<file path="config.mk">
export PLATFORM = sky130hd
export DESIGN_NAME = hdlc_rx_deframer
export DESIGN_NICKNAME = d
export VERILOG_FILES = /design/src/rtl/hdlc_pkg.sv /design/src/rtl/hdlc_bit_delay.sv /design/src/rtl/hdlc_rx_deframer.sv
export SDC_FILE = /design/constraint.sdc
export NUM_CORES = 1
export LEC_CHECK = 0
export ABC_CLOCK_PERIOD_IN_PS = 7600
export BUFFER_PORTS_ARGS = -buffer_cell sky130_fd_sc_hd__clkbuf_2
export CORE_MARGIN = 4
export CORE_UTILIZATION = 33
export DETAILED_ROUTE_END_ITERATION = 8
export PLACE_DENSITY = 0.52
export SYNTH_ARGS = -nofsm -noshare
export SYNTH_HDL_FRONTEND = slang
export SYNTH_HIERARCHICAL = 1
export SYNTH_SLANG_ARGS = --single-unit
export TNS_END_PERCENT = 10
</file>
<file path="constraint.sdc">
create_clock -name clk -period 7.6 [get_ports clk]
set_input_delay 2.28 -clock clk [delete_from_list [all_inputs] [get_ports clk]]
set_output_delay 2.28 -clock clk [all_outputs]
set_load 0.005 [all_outputs]
</file>
<file path="src/rtl/hdlc_pkg.sv">
// hdlc_pkg: shared types and helpers for the HDLC receive deframer.
//   state_t           : deframer state (HUNT, FRAME, ABORT)
//   DEFAULT_STUFF_RUN : ones-run length that triggers a stuffed zero
//   cnt_w()           : bit width needed to hold a counter value 0..max_val
package hdlc_pkg;

    typedef enum logic [1:0] {
        HUNT  = 2'd0,
        FRAME = 2'd1,
        ABORT = 2'd2
    } state_t;

    localparam int unsigned DEFAULT_STUFF_RUN = 5;

    // Width of a counter that must reach max_val; never narrower than one bit.
    function automatic int unsigned cnt_w(input int unsigned max_val);
        int unsigned w;
        w = $clog2(max_val + 1);
        return (w < 1) ? 1 : w;
    endfunction

endpackage

</file>
<file path="src/rtl/hdlc_bit_delay.sv">
// hdlc_bit_delay: small FIFO-ordered bit delay line.
//   clk, reset   : clock, synchronous active-high reset
//   push, din    : append din; when full, the oldest bit is committed
//   flush        : drop every stored bit (has priority over push)
//   commit       : combinational, high in the cycle a push overflows the line
//   commit_bit   : combinational, the oldest bit being committed
module hdlc_bit_delay
    import hdlc_pkg::*;
#(
    parameter int unsigned DEPTH = 7
) (
    input  logic clk,
    input  logic reset,
    input  logic push,
    input  logic din,
    input  logic flush,
    output logic commit,
    output logic commit_bit
);

    localparam int unsigned CNT_W = cnt_w(DEPTH);

    // bits_q[0] is always the oldest entry
    logic [DEPTH-1:0] bits_q, bits_d;
    logic [CNT_W-1:0] cnt_q, cnt_d;

    // Occupancy and storage update
    always_comb begin
        bits_d     = bits_q;
        cnt_d      = cnt_q;
        commit     = 1'b0;
        commit_bit = bits_q[0];
        if (flush) begin
            cnt_d = '0;
        end else if (push) begin
            if (cnt_q == CNT_W'(DEPTH)) begin
                commit = 1'b1;
                bits_d = {din, bits_q[DEPTH-1:1]};
            end else begin
                for (int i = 0; i < DEPTH; i++) begin
                    if (cnt_q == CNT_W'(i)) begin
                        bits_d[i] = din;
                    end
                end
                cnt_d = cnt_q + CNT_W'(1);
            end
        end
    end

    always_ff @(posedge clk) begin
        if (reset) begin
            bits_q <= '0;
            cnt_q  <= '0;
        end else begin
            bits_q <= bits_d;
            cnt_q  <= cnt_d;
        end
    end

endmodule

</file>
<file path="src/rtl/hdlc_rx_deframer.sv">
// hdlc_rx_deframer: HDLC receive deframer (flag/stuff/abort detection,
// destuffing and LSB-first word assembly).
//   clk, reset        : clock, synchronous active-high reset
//   din_valid, din    : qualified serial line bit
//   data, data_valid  : assembled word (first bit in bit 0), one-cycle strobe
//   sof               : with the first data_valid of a frame
//   eof, frame_err    : closing flag of a non-empty frame; residue != 0
//   disc, flag        : stuffed zero removed; flag detected (pulses)
//   abort             : level, high while in the ABORT state
module hdlc_rx_deframer
    import hdlc_pkg::*;
#(
    parameter int unsigned DATA_W    = 8,
    parameter int unsigned STUFF_RUN = DEFAULT_STUFF_RUN
) (
    input  logic              clk,
    input  logic              reset,
    input  logic              din_valid,
    input  logic              din,
    output logic [DATA_W-1:0] data,
    output logic              data_valid,
    output logic              sof,
    output logic              eof,
    output logic              frame_err,
    output logic              disc,
    output logic              flag,
    output logic              abort
);

    localparam int unsigned ONES_MAX = STUFF_RUN + 2;
    localparam int unsigned ONES_W   = cnt_w(ONES_MAX);
    localparam int unsigned BIT_W    = cnt_w(DATA_W - 1);
    localparam int unsigned DEPTH    = STUFF_RUN + 2;

    state_t              state_q, state_d;
    logic [ONES_W-1:0]   ones_q, ones_d;
    logic [BIT_W-1:0]    bit_cnt_q, bit_cnt_d;
    logic [DATA_W-1:0]   sr_q, sr_d;
    logic                emitted_q, emitted_d;
    logic [DATA_W-1:0]   data_q, data_d;
    logic                data_valid_q, data_valid_d;
    logic                sof_q, sof_d;
    logic                eof_q, eof_d;
    logic                frame_err_q, frame_err_d;
    logic                disc_q, disc_d;
    logic                flag_q, flag_d;
    logic                abort_q, abort_d;

    logic                push_c;
    logic                flush_c;
    logic                commit;
    logic                commit_bit;

    // Holds back the last STUFF_RUN+2 candidates so a closing flag never reaches the assembler
    hdlc_bit_delay #(
        .DEPTH (DEPTH)
    ) u_delay (
        .clk        (clk),
        .reset      (reset),
        .push       (push_c),
        .din        (din),
        .flush      (flush_c),
        .commit     (commit),
        .commit_bit (commit_bit)
    );

    // Bit classification, state transitions and word assembly
    always_comb begin
        state_d      = state_q;
        ones_d       = ones_q;
        bit_cnt_d    = bit_cnt_q;
        sr_d         = sr_q;
        emitted_d    = emitted_q;
        data_d       = data_q;
        data_valid_d = 1'b0;
        sof_d        = 1'b0;
        eof_d        = 1'b0;
        frame_err_d  = 1'b0;
        disc_d       = 1'b0;
        flag_d       = 1'b0;
        push_c       = 1'b0;
        flush_c      = 1'b0;

        if (din_valid) begin
            if (din) begin
                if (state_q == ABORT) begin
                    ones_d = ONES_W'(ONES_MAX);
                end else if (ones_q == ONES_W'(STUFF_RUN + 1)) begin
                    state_d   = ABORT;
                    ones_d    = ONES_W'(ONES_MAX);
                    flush_c   = 1'b1;
                    bit_cnt_d = '0;
                    emitted_d = 1'b0;
                end else begin
                    ones_d = ones_q + ONES_W'(1);
                    push_c = (state_q == FRAME);
                end
            end else begin
                ones_d = '0;
                if (state_q == ABORT) begin
                    state_d = HUNT;
                end else if (ones_q == ONES_W'(STUFF_RUN)) begin
                    disc_d = 1'b1;
                end else if (ones_q == ONES_W'(STUFF_RUN + 1)) begin
                    // The closing zero may also open the next flag; nothing extra to do
                    flag_d  = 1'b1;
                    flush_c = 1'b1;
                    if ((state_q == FRAME) && emitted_q) begin
                        eof_d       = 1'b1;
                        frame_err_d = (bit_cnt_q != '0);
                    end
                    state_d   = FRAME;
                    bit_cnt_d = '0;
                    emitted_d = 1'b0;
                end else begin
                    push_c = (state_q == FRAME);
                end
            end
        end

        // Commits only happen on a push, so never alongside a flag or abort
        if (commit) begin
            sr_d = {commit_bit, sr_q[DATA_W-1:1]};
            if (bit_cnt_q == BIT_W'(DATA_W - 1)) begin
                data_d       = sr_d;
                data_valid_d = 1'b1;
                sof_d        = ~emitted_q;
                emitted_d    = 1'b1;
                bit_cnt_d    = '0;
            end else begin
                bit_cnt_d = bit_cnt_q + BIT_W'(1);
            end
        end

        abort_d = (state_d == ABORT);
    end

    always_ff @(posedge clk) begin
        if (reset) begin
            state_q      <= HUNT;
            ones_q       <= '0;
            bit_cnt_q    <= '0;
            sr_q         <= '0;
            emitted_q    <= 1'b0;
            data_q       <= '0;
            data_valid_q <= 1'b0;
            sof_q        <= 1'b0;
            eof_q        <= 1'b0;
            frame_err_q  <= 1'b0;
            disc_q       <= 1'b0;
            flag_q       <= 1'b0;
            abort_q      <= 1'b0;
        end else begin
            state_q      <= state_d;
            ones_q       <= ones_d;
            bit_cnt_q    <= bit_cnt_d;
            sr_q         <= sr_d;
            emitted_q    <= emitted_d;
            data_q       <= data_d;
            data_valid_q <= data_valid_d;
            sof_q        <= sof_d;
            eof_q        <= eof_d;
            frame_err_q  <= frame_err_d;
            disc_q       <= disc_d;
            flag_q       <= flag_d;
            abort_q      <= abort_d;
        end
    end

    assign data       = data_q;
    assign data_valid = data_valid_q;
    assign sof        = sof_q;
    assign eof        = eof_q;
    assign frame_err  = frame_err_q;
    assign disc       = disc_q;
    assign flag       = flag_q;
    assign abort      = abort_q;

endmodule
</file>
======== After elaboration in Yosys (flattened, before gate mapping) ========
Index checks and enable logic that the tools add are counted.
cells by class
  add/sub/neg operators ................... 3
  equal/unequal tests ..................... 15
  mux-type cells .......................... 52
  bitwise logic cells ..................... 8
  reduce and logical (&&, ||, !) cells .... 28
operators with widths
  cell                 number
  $mux 1               33
  $mux 3               11
  $reduce_and 3->1     8
  $eq 3x3->1 const B   7
  $reduce_bool 2->1    8
  $mux 2               7
  $add 3x1->3 const B  3
  $not 1->1            8
  $mux 7               1
  $reduce_or 7->1      1
  $eq 3x2->1 const B   2
  $reduce_or 3->1      2
  $reduce_or 6->1      1
  $eq 2x2->1 const B   2
  $reduce_and 2->1     2
  $reduce_or 2->1      2
  $reduce_or 4->1      1
  $eq 3x1->1 const B   1
  $logic_not 3->1      1
  $ne 3x3->1 const B   1
  $reduce_bool 3->1    1
  $eq 2x1->1 const B   1
  $ne 2x2->1 const B   1
  $logic_and 1x1->1    1
storage, ports and cells
  register bits ........................... 42
  input bits .............................. 4
  output and inout port bits .............. 15
  logic and storage cells ................. 127

======== Logic depth before layout (Yosys ltp) ========
  depth after elaboration ................. 10
  gate-level depth with buffers ........... 12

======== Hierarchy ========
Netlist, hierarchy kept.
by module, submodules not included
  module            times used  cells each  area each (sq um)  sequential area each (sq um)
  hdlc_rx_deframer  1           140         1290.0             620.6
  hdlc_bit_delay    1           61          661.9              200.2

======== Least setup slack after synthesis ========
OpenSTA, ideal clock, no wires.
  kind .................................... input port to flip-flop
  start point ............................. input din_valid
  end point ............................... register data_q[0], in the netlist data[0]
  setup time .............................. 0.070 ns
  data arrival time ....................... 3.901 ns
  required time ........................... 7.530 ns
  setup slack ............................. 3.629 ns
  stages on the path ...................... 10
  path buffers ............................ 3
  cell sequence ........................... buf_4 nand3_1 nor3_4 nor2b_4 buf_6 and2_1 nand2_1 clkbuf_1 nand2_1 a21oi_1
between the ends
  elaborated cells between the ends (all ways) .. 5
  classes of those cells .................. mux: 4; reduce/logical: 1
RTL lines
  what                               line                     RTL
  start: declaration                 hdlc_rx_deframer.sv:18   input logic din_valid,
  $mux 1                             hdlc_rx_deframer.sv:84   if (din_valid) begin
  net flush_c                        hdlc_rx_deframer.sv:50   logic flush_c;
  $mux 1                             hdlc_bit_delay.sv:33     if (flush) begin
  net commit                         hdlc_rx_deframer.sv:51   logic commit;
  $reduce_and 2->1 (no source line)  n/a
  end signal: assignment             hdlc_rx_deframer.sv:159  data_q <= data_d;
  end: declaration                   hdlc_rx_deframer.sv:40   logic [DATA_W-1:0] data_q, data_d;
The timed path passes the listed nets, and every way through them passes these cells.
A chain may end at the register's enable or synchronous reset.

======== Final worst setup path ========
  start point ............................. input din
  end point ............................... register data_q[5], in the netlist data[5]
between the ends
  longest elaborated chain between the ends .. 5
  elaborated cells between the ends (all ways) .. 7
  classes of those cells .................. mux: 6; reduce/logical: 1
ends and longest elaborated chain
  what                               line                    RTL
  start: declaration                 hdlc_rx_deframer.sv:19  input logic din,
  $mux 1                             hdlc_rx_deframer.sv:85  if (din) begin
  $mux 1                             hdlc_rx_deframer.sv:84
  net push_c                         hdlc_rx_deframer.sv:49  logic push_c;
  $mux 1                             hdlc_bit_delay.sv:35    end else if (push) begin
  $mux 1                             hdlc_bit_delay.sv:33
  net commit                         hdlc_rx_deframer.sv:51
  $reduce_and 2->1 (no source line)  n/a
The timed path passes the listed nets, and every way through them passes these cells.

==> flow_summary.ini <==
[outcome]
status = completed

[die]
initial_core_util_pct = 34.8
die_area_um2 = 7210
io_pins = 19
num_rows = 27
core_region_area_um2 = 5610
die_w_um = 84.9
die_h_um = 84.9

[clock_network]
clk_pin_slew_worst_paths_ns = 0.08
cts_resized = 0
clock_path_buffers = 2
postCtsSetupBuffers = 0
cts_tree = built
cts_buffers = 5
clock_latency_ns = 0.29
clkSinkCount = 41
cts.htree.levels = 2
clockRootBuffer = clkbuf_8
cts.hold.buffers_added = 0

[global_route]
antenna_found_initial = 0
first_global_vias = 1315
overflow = 0
grt_use_met3_pct = 3.88
met2_usage_pct = 15.8
use_met1_pct = 14.0
grt.total_usage_pct = 10.6
busiest_layer = met2
grt_pass1_wl_mm = 6.19
grt_start_max_net_pins = 40

[routing]
post-route-drc-count = 0
first_iter_violations = 80
wl_per_cell_um = 12.3
wl_mm = 3.53
firstDrtPassIters = 4
viasPerCell = 4.89
num_vias = 1398
postRouteAntennaNets = 0

[synth]
ys.flop_type = dfxtp_1
synth_top_area_share_pct = 42.1
yosys-top-cells-area = dfxtp_1 42%, ha_1 7.7%, a21oi_1 5.6%
synth_common_cells = 41 x dfxtp_1, 22 x a21oi_1, 20 x nand2_1
synth_seq_cells = 41
synth_cells = 201
syn_area_um2 = 1950
synth.most_common_cell = dfxtp_1
async_flop_share_pct = 0
yosys_warnings = 6
yosysTopAreaCell = dfxtp_1
avgSynthCellArea_um2 = 9.71
synth_edf_count = 0
ys_seq_area_share_pct = 42.1
syn_nets = 217
synth_cell_types = 46

[timing]
final-setup-viol-count = 0
period_share_pct = 57.0
setup_tns_ns = 0
fmaxAchievable_mhz = 231
rsz0062_at_grt = false
period_minus_slack_ns = 4.33
relSlewSlack_pct = 39.3
finalHoldViolCount = 0
tightest_slew_ns = 0.909
finalClockSkew_ns = 0.00806
slew_violations = 0

[power]
power.leakage_nw = 0.808
peakVddDrop_mv = 0.0640
p_per_area_nw_per_um2 = 191

[worst_setup_path]
regToRegStartpoint = state_q[1]$_SDFF_PP0_
cp.arrival_ns = 4.47
crit_chain = clkbuf_2 -> nor2b_1 -> o21ai_0 -> and3_1 -> nor2b_4 -> and2_1 -> nand2_1 -> nand2_1 -> a21oi_1
reg2reg_depth = 7
max_stage_delay_ns = 0.59
crit_type = in2reg
crit_fanout = 15
required_ns = 7.74
r2r_setup_slack_ns = 4.64
critPathCaptureType = register
worst_setup_path_start_kind = input pin
crit_path_frequent_cell = nand2_1
cpMaxStageDelayCell = and2_1
worstReg2RegEnd = data[5]$_SDFFE_PP0P_

[worst_hold_path]
hp-class = reg2reg
min-delay-start = data[2]$_SDFFE_PP0P_
whs_path_depth = 2
hold_end = data[2]$_SDFFE_PP0P_

[placement]
io_buffers = 18
placedCellCount = 278
place_congestion = 0.716
hpwlAfterDp_mm = 2.42

[layout]
final_nets = 229
drive_gt1_share_pct = 19.2
fin_cells = 286
antennaDiodeCount = 0
area_growth_pct = 10.8

[job]
drv_cap = 0
==> power breakdown <==
part           internal (W)  leakage (nW)  switching [W]
Combinational    0.00000340         0.421     0.00000865
Clock              0.000107        0.0574      0.0000776
Sequential         0.000215         0.330    0.000000648
==> metal layers <==
metal	wire (µm)	up-vias
met4	21	0
met3	118	3
li1	-	722
met1	1860	653
met5	0	-
met2	1530	20
==> worst max-delay path by stage <==
stage | startpoint | endpoint | slack, ns | cells after the start
2_1_floorplan | din_valid | data[0]$_SDFFE_PP0P_ | 3.63 | 10
3_5_place_dp | din | data[5]$_SDFFE_PP0P_ | 2.94 | 9
5_1_grt | din | data[5]$_SDFFE_PP0P_ | 3.03 | 9
4_1_cts | din | data[5]$_SDFFE_PP0P_ | 3.24 | 9
6_report | din | data[5]$_SDFFE_PP0P_ | 3.27 | 9
3_3_place_gp | din | data[6]$_SDFFE_PP0P_ | 3.02 | 9
==> flip-flops by register name, indices dropped and copies added (netlist names) <==
signal          cells
data_valid          1
u_delay/bits_q      7
ones_q              3
data                8
emitted_q           1
abort               1
sof                 1
sr_q                7
flag                1
u_delay/cnt_q       3
frame_err           1
eof                 1
state_q             2
bit_cnt_q           3
disc                1
==> placed cells by master, fill, tap and decap left out, drive strengths merged <==
cell / netlist / routed
nand4: 2 / 2
nor4: 2 / 2
nor3: 6 / 6
clkinvlp: 0 / 1
xnor2: 1 / 1
nand3b: 3 / 3
clkbuf: 4 / 24
o21ba: 1 / 1
o41ai: 3 / 3
a2111oi: 2 / 2
and2: 2 / 2
nand2b: 4 / 4
inv: 12 / 12
a21o: 2 / 2
nor2: 13 / 13
o211ai: 1 / 1
nor4b: 1 / 1
mux2: 3 / 3
and2b: 3 / 3
a21oi: 22 / 22
a21boi: 2 / 2
ha: 12 / 12
and3: 3 / 3
a31oi: 1 / 1
a311oi: 5 / 5
nand2: 20 / 20
bufinv: 0 / 1
o31ai: 2 / 2
nand3: 2 / 2
mux2i: 8 / 8
o21ai: 3 / 3
dfxtp: 41 / 41
o211a: 1 / 1
a211oi: 2 / 2
nor2b: 3 / 3
==> worst max-delay path, delay by kind of cell <==
kind,cells,cell delay (ns)
AND/OR/NAND/NOR,6,1.81
AO/OA/AOI/OAI,2,0.21
buffers and inverters,1,0.16
==> cell type report <==
cell class / instances / area, µm²
tap: 72 / 90.1
timing repair buffer: 18 / 90.1
fill: 584 / 3440
sequential: 41 / 821
clock inverter: 2 / 37.5
clock buffer: 6 / 82.6
inverter: 12 / 45.0
multi-input combinational: 135 / 997
==> cells by family (layout without fill, tap and decap cells) <==
family                     Yosys count  count (layout)  share of synthesized area [%]
muxes                               11              11                           6.41
DFF                                 41              41                           42.1
xor gates and xnor gates             1               1                          0.449
buffers and inverters               25              38                           6.86
and+or+nand+nor                     64              64                           18.6
AOI/OAI and AO/OA                   47              47                           17.9
adders and majority gates           12              12                           7.69
==> per-stage QoR <==
step	hold slack, ns	power (W)	setup WS, ns	utilization, %	cell area (µm²)
after global placement	0.446	0.000233	3.02	36.4	2040
after detailed placement	0.448	0.000233	2.94	36.4	2040
after global routing	0.470	0.000430	3.03	38.6	2160
final	0.457	0.000412	3.27	38.6	2160
after floorplan	0.426	0.000230	3.63	-	1950
after CTS	0.460	0.000419	3.24	38.6	2160
No activity file was read; power rests on OpenSTA's default activity.
